<file path="config.mk">
export PLATFORM = sky130hd
export DESIGN_NAME = depthwise_acc_requant
export DESIGN_NICKNAME = d
export VERILOG_FILES = /design/src/rtl/depthwise_acc_requant.sv
export SDC_FILE = /design/constraint.sdc
export NUM_CORES = 1
export LEC_CHECK = 0
export ABC_AREA = 1
export BUFFER_PORTS_ARGS = -buffer_cell sky130_fd_sc_hd__buf_4
export CORE_ASPECT_RATIO = 0.75
export CORE_UTILIZATION = 60
export DETAILED_ROUTE_END_ITERATION = 10
export PLACE_DENSITY = 0.83
export SLEW_MARGIN = 5
export SYNTH_ARGS = -nofsm -noshare
export SYNTH_HDL_FRONTEND = slang
export SYNTH_SLANG_ARGS = --single-unit
</file>
<file path="constraint.sdc">
create_clock -name clk -period 5.8 [get_ports clk]
set_input_delay 1.16 -clock clk [delete_from_list [all_inputs] [get_ports clk]]
set_output_delay 1.16 -clock clk [all_outputs]
set_load 0.02 [all_outputs]
</file>
<file path="src/rtl/depthwise_acc_requant.sv">
// Depthwise tap accumulator with bias, round-half-up requantization, optional ReLU
// and saturation, presented on a valid/ready output register.
module depthwise_acc_requant #(
    parameter int unsigned KERNEL_TAPS = 9,
    parameter int unsigned IN_W        = 18,
    parameter int unsigned BIAS_W      = 18,
    parameter int unsigned ACC_W       = 22,
    parameter int unsigned SHIFT       = 4,
    parameter int unsigned OUT_W       = 8,
    parameter int unsigned RELU        = 0
) (
    input  logic                              clk,
    input  logic                              reset_n,
    input  logic                              clr,
    input  logic                              in_valid,
    output logic                              in_ready,
    input  logic signed [IN_W-1:0]            in_data,
    input  logic signed [BIAS_W-1:0]          bias,
    output logic                              out_valid,
    input  logic                              out_ready,
    output logic signed [OUT_W-1:0]           out_data,
    output logic                              out_sat,
    output logic [$clog2(KERNEL_TAPS)-1:0]    tap_idx
);

    localparam int unsigned TAP_W = $clog2(KERNEL_TAPS);
    localparam logic [TAP_W-1:0] LAST_TAP = TAP_W'(KERNEL_TAPS - 1);
    localparam logic signed [ACC_W:0] ROUND =
        (SHIFT > 0) ? ((ACC_W+1)'(1) <<< ((SHIFT > 0) ? SHIFT - 1 : 0)) : '0;
    localparam logic signed [ACC_W:0] OUT_MAX =
        {{(ACC_W + 2 - OUT_W){1'b0}}, {(OUT_W - 1){1'b1}}};
    localparam logic signed [ACC_W:0] OUT_MIN = ~OUT_MAX;

    logic [TAP_W-1:0]        tap_cnt;
    logic signed [ACC_W-1:0] acc;
    logic signed [ACC_W-1:0] in_ext;
    logic signed [ACC_W-1:0] bias_ext;
    logic signed [ACC_W-1:0] first_sum;
    logic signed [ACC_W-1:0] sum;
    logic signed [ACC_W:0]   rounded;
    logic signed [ACC_W:0]   relu_val;
    logic signed [OUT_W-1:0] sat_val;
    logic                    sat_flag;
    logic                    is_last;
    logic                    xfer;
    logic                    load;

    assign is_last  = (tap_cnt == LAST_TAP);
    assign in_ready = !is_last || !out_valid || out_ready;
    assign xfer     = in_valid && in_ready;
    assign load     = xfer && is_last && !clr;
    assign tap_idx  = tap_cnt;

    always_comb begin
        in_ext    = ACC_W'(in_data);
        bias_ext  = ACC_W'(bias);
        first_sum = bias_ext + in_ext;
        sum       = acc + in_ext;
        // One extra bit so the rounding increment cannot overflow the sum.
        rounded   = ((ACC_W+1)'(sum) + ROUND) >>> SHIFT;
        relu_val  = rounded;
        if (RELU != 0 && rounded < 0) begin
            relu_val = '0;
        end
        sat_val  = relu_val[OUT_W-1:0];
        sat_flag = 1'b0;
        if (relu_val > OUT_MAX) begin
            sat_val  = OUT_MAX[OUT_W-1:0];
            sat_flag = 1'b1;
        end else if (relu_val < OUT_MIN) begin
            sat_val  = OUT_MIN[OUT_W-1:0];
            sat_flag = 1'b1;
        end
    end

    always_ff @(posedge clk or negedge reset_n) begin
        if (!reset_n) begin
            tap_cnt <= '0;
            acc     <= '0;
        end else if (clr) begin
            tap_cnt <= '0;
            acc     <= '0;
        end else if (xfer) begin
            acc     <= (tap_cnt == '0) ? first_sum : sum;
            tap_cnt <= is_last ? '0 : tap_cnt + 1'b1;
        end
    end

    // A drain and a new load in the same cycle keep the register full.
    always_ff @(posedge clk or negedge reset_n) begin
        if (!reset_n) begin
            out_valid <= 1'b0;
            out_data  <= '0;
            out_sat   <= 1'b0;
        end else if (load) begin
            out_valid <= 1'b1;
            out_data  <= sat_val;
            out_sat   <= sat_flag;
        end else if (out_ready) begin
            out_valid <= 1'b0;
        end
    end

endmodule

</file>
* Word level (Yosys, flattened, before mapping)
Index checks and enable logic that the tools add are counted.
** Operators by class
- Equal/unequal tests :: 1
- Add/subtract/negate cells :: 4
- Mux-type cells :: 12
- $lt $le $gt $ge :: 2
- Reduce and logical (&&, ||, !) cells :: 11
** Operator list (count)
- 22-bit 2-to-1 mux :: 3
- 22-bit by 5-bit adder with 23-bit output, second input constant :: 1
- 22-bit by 18-bit adder with 22-bit output :: 1
- 18-bit by 18-bit adder with 19-bit output :: 1
- 19-bit by 8-bit greater-than comparator with 1-bit output, second input constant :: 1
- 19-bit by 8-bit < comparator with 1-bit output, second input constant :: 1
- 8-bit 2-to-1 mux :: 2
- 4-bit 2-to-1 mux :: 3
- 4-bit by 1-bit adder with 4-bit output, second input constant :: 1
- 4-bit equality test, second input constant :: 1
- 4-bit zero test :: 1
- 1-bit 2-to-1 mux :: 4
- 2-bit nonzero test :: 2
- 1-bit logical AND :: 3
- 1-bit zero test :: 3
- 1-bit logical OR :: 2
** Storage, ports and cells
- Output and inout port bits :: 15
- Flip-flop bits (word level) :: 36
- Logic and storage cells :: 35
- Input port bits :: 41

* Logic depth before layout (Yosys ltp)
- Word-level depth :: 8
- Gate-level depth with buffers :: 26
- Gate-level depth less buffers :: 26

* Worst setup path after synthesis
Ideal clock, no wire load.
- Kind :: input -> register
- Start :: in in_data[0]
- End :: reg out_data[0]
- Slack :: 2.084 ns
- Setup time :: 0.116 ns
- Arrival time :: 3.600 ns
- Cell stages on the path :: 24
- Data required time :: 5.684 ns
- Cells stage by stage :: ha_1 -> inv_1 -> fa_1 -> inv_1 -> nand3_1 -> nand3_2 -> nand2_1 -> nand2_1 -> ha_1 -> inv_1 -> nor2_1 -> nand3_2 -> nor2_1 -> nand2_1 -> nand2_1 -> nand2_1 -> nor2_1 -> nand3_1 -> nor2_1 -> nand3_1 -> nand2_2 -> nand2_1 -> nand2_1 -> nand2_1
** Between the ends
- Word-level cells in the longest chain between the ends :: 5
- Elaborated cells between the ends (all ways) :: 6
- Classes of those cells :: add/sub: 2; order compare: 2; mux: 2
** RTL lines
- start: declaration :: line 17 : input logic signed [IN_W-1:0] in_data,
- 22-bit by 18-bit adder with 22-bit output (*) :: line 58 : sum = acc + in_ext;
- 22-bit by 5-bit adder with 23-bit output (*) :: line 60 : rounded = ((ACC_W+1)'(sum) + ROUND) >>> SHIFT;
- 19-bit by 8-bit < comparator with 1-bit output :: line 70 : end else if (relu_val < OUT_MIN) begin
- 8-bit 2-to-1 mux :: line 70
- 8-bit 2-to-1 mux (*) :: line 67 : if (relu_val > OUT_MAX) begin
- end signal: assignment :: line 97 : out_data <= sat_val;
- end: declaration :: line 21 : output logic signed [OUT_W-1:0] out_data,
Mark *: on every way between the ends. The rest lies on a longest branch, timed or not.
A chain may end at the register's enable or synchronous reset.

* Worst setup path after layout
- Start :: in in_data[0]
- End :: reg out_data[1]
Same word-level chain as after synthesis.

==> impl_metrics.toml <==
[synthesis]
syn-num-nets = 855
seq_area_frac_synth_pct = 19.2
syn-instance-count = 770
synth_cell_types = 38
synthesis.area_um2 = 4690
synth_flop_cell = "dfrtp_1"
synth_edf_count = 0
async_reset_ff_share_pct = 100
syn_area_per_cell_um2 = 6.09
ys_warn_count = 0
ys_ff_latch = 36

[global_routing]
grt_pass1_vias = 4972
grt_pass1_wl_um = 23800
antenna_found_initial = 0
grt_max_degree = 37
grt.overflow.total = 0
grt.total_usage_pct = 37.2

[pwr]
intPower_uw = 598
power.leakage_nw = 3.00
combPwrFrac_pct = 58.2
p_seq_share_pct = 24.1
switching_power_uw = 607
p_sw_share_pct = 50.4
pwr-share-clk_pct = 17.6
vdd_drop_max_uv = 131
powerDensity_nw_per_um2 = 227

[cts]
clk_latency_ns = 0.32
cts_sinks = 36
ctsHoldBuffers = 0
clockBufferDepth = 2
cts_root_buf = "clkbuf_8"
cts_buffers = 5
postCtsSetupBuffers = 0
post_cts_resized = 0
htree_num_levels = 2
clk_pin_slew_worst_paths_ns = 0.09
cts_tree = "done"

[critical_path]
path_class = "in2reg"
critPathCaptureType = "flop"
slowest_delay_ns = 0.41
critPathMaxFanout = 8
critPathArrivalTime_ns = 4.21
startpoint_type = "primary input"
cp.required_ns = 6.01
path_common_cell = "nand2_1"
crit_path_top_delay_cell = "fa_1"

[routing]
drt_iter0_drc = 620
drcViolationCount = 0
antenna_left = 0
dr_total_vias = 5361
via_per_inst = 5.78
totalWireLength_um = 14700
wl_per_cell_um = 15.8
first_pass_iters = 5

[place]
io_buffers = 55
place_area_um2 = 5200
gp_congestion = 0.990
dp_slack_ns = 1.52
dp_hpwl_um = 11800

[floorplan]
ios = 56
die_w_um = 104
start_util_pct = 62.8
die_area_um2 = 8180
placementRows = 27
die_y_um = 78.6
core_area_um2 = 7470

[timing]
finalCritPeriodShare_pct = 68.9
finalHoldViolations = 0
period_minus_slack_ns = 4.00
whs_ns = 0.497
finalSetupViolations = 0
relSlewSlack_pct = 25.9
setup_tns_ns = 0
setup_ws_ns = 1.80
max_freq_mhz = 250
slew_viol_final = 0
finClkSkew_ns = 0.00877
tightestPinTransition_ns = 1.11
grt_setup_unrepaired = "no"

[cells_and_area]
stdcell_area_um2 = 5300
fin_nets = 910
fin_util_pct = 71.0
syn2layout_area_growth_pct = 13.0
diodes = 0
final_layout_size_suffix_gt1_share_pct = 14.0
fill_cells = 690

[worst_hold_path]
holdCritPathClass = "reg2reg"

[flow_run]
maxCapViolations = 0

[status]
status = "finished, final reports clean"
power by group through the flow:
| stage | Combinational, mW | Sequential, mW | Clock (mW) |
|---|---|---|---|
| 2_1_floorplan | 0.488 | 0.295 | 0 |
| 3_3_place_gp | 0.660 | 0.294 | 0 |
| 3_5_place_dp | 0.675 | 0.295 | 0 |
| 4_1_cts | 0.680 | 0.290 | 0.209 |
| 5_1_grt | 0.777 | 0.292 | 0.219 |
| 6_report | 0.701 | 0.291 | 0.212 |
cells in the final DEF, fill, tap and decap left out, types with 2 or more instances in the layout:
master / instances
nand2_1: 281
inv_1: 105
nand3_1: 58
buf_4: 57
ha_1: 42
nor2_1: 41
a21oi_1: 38
dfrtp_1: 36
o21ai_0: 24
nand4_1: 18
nand2_2: 18
nor3_1: 14
nor2_2: 12
a32o_1: 10
xor2_1: 9
o211ai_1: 8
nand3_2: 7
clkbuf_8: 6
xnor2_1: 5
inv_2: 4
a21o_1: 3
or2_2: 3
nor2_4: 3
o21bai_1: 3
a21boi_0: 2
and2_1: 2
o31ai_1: 2
a21oi_2: 2
fa_1: 2
flip-flops by register name, indices dropped and copies added (netlist names):
| signal | cells |
|---|---|
| tap_idx | 4 |
| out_valid | 1 |
| out_data | 8 |
| acc | 22 |
| out_sat | 1 |
worst max-delay path, delay by kind of cell:
family / cells / cell delay, ns
fa+ha+maj: 3 / 0.87
simple gates: 18 / 1.82
buf+inv: 4 / 0.36
cells by family after synthesis:
family | synth area share (%)
xor+xnor | 2.62
flops | 19.2
fa+ha+maj | 12.1
mux | 0.214
simple gates | 43.6
buf+inv | 9.69
compound gates | 12.6
cell type report:
type	instances	area (um2)	share of cell area (%)
Tap cell	101	126	2.38
Clock inverter	1	7.51	0.142
Multi-Input combinational cell	616	3340	63.0
Clock buffer	7	86.3	1.63
Inverter	109	409	7.72
Timing Repair Buffer	57	428	8.08
Sequential cell	36	901	17.0
worst paths after layout:
path	from	end	slack (ns)	cells after the start
max in group asynchronous	reset_n	acc[19]	4.62	1
max	in_data[0]	out_data[1]	1.80	25
min	acc[4]	acc[4]	0.50	2
max reg2reg	acc[0]	out_data[1]	2.37	24
min in group asynchronous	reset_n	out_data[6]	0.82	1
min reg2reg	acc[4]	acc[4]	0.50	2
cell usage after synthesis (2+ instances only):
cell type	number	area [um2]
o21bai_1	3	22.5
a21oi_2	2	17.5
inv_1	105	394
or2_2	3	18.8
nor2_4	3	33.8
nand2_2	18	113
inv_2	4	15.0
nor2_2	11	68.8
clkbuf_1	7	26.3
nand3_2	7	70.1
a21oi_1	38	190
o31ai_1	2	15.0
o211ai_1	8	60.1
nand2_1	281	1050
and2_1	2	12.5
nand3_1	58	290
a32o_1	10	100
fa_1	2	40.0
ha_1	42	526
nor2_1	42	158
nand4_1	18	113
nor3_1	15	75.1
a21boi_0	2	15.0
dfrtp_1	36	901
xnor2_1	5	43.8
xor2_1	9	78.8
a21o_1	3	22.5
o21ai_0	24	120
per-layer routing:
| layer | global-route usage, % | wire length, um | share of wire [%] |
|---|---|---|---|
| met5 | 0 | 0 | 0 |
| met4 | 9.14 | 212 | 1.4 |
| met3 | 7.14 | 1750 | 12 |
| met2 | 58.1 | 6050 | 41 |
| met1 | 52.7 | 6660 | 45 |
per-stage QoR:
step | power [mW] | std cells
after CTS | 1.18 | 927
after global placement | 0.954 | 919
final | 1.20 | 927
after global routing | 1.29 | 927
after floorplan | 0.783 | 770
after detailed placement | 0.970 | 919
(Power assumes the default switching activity.)
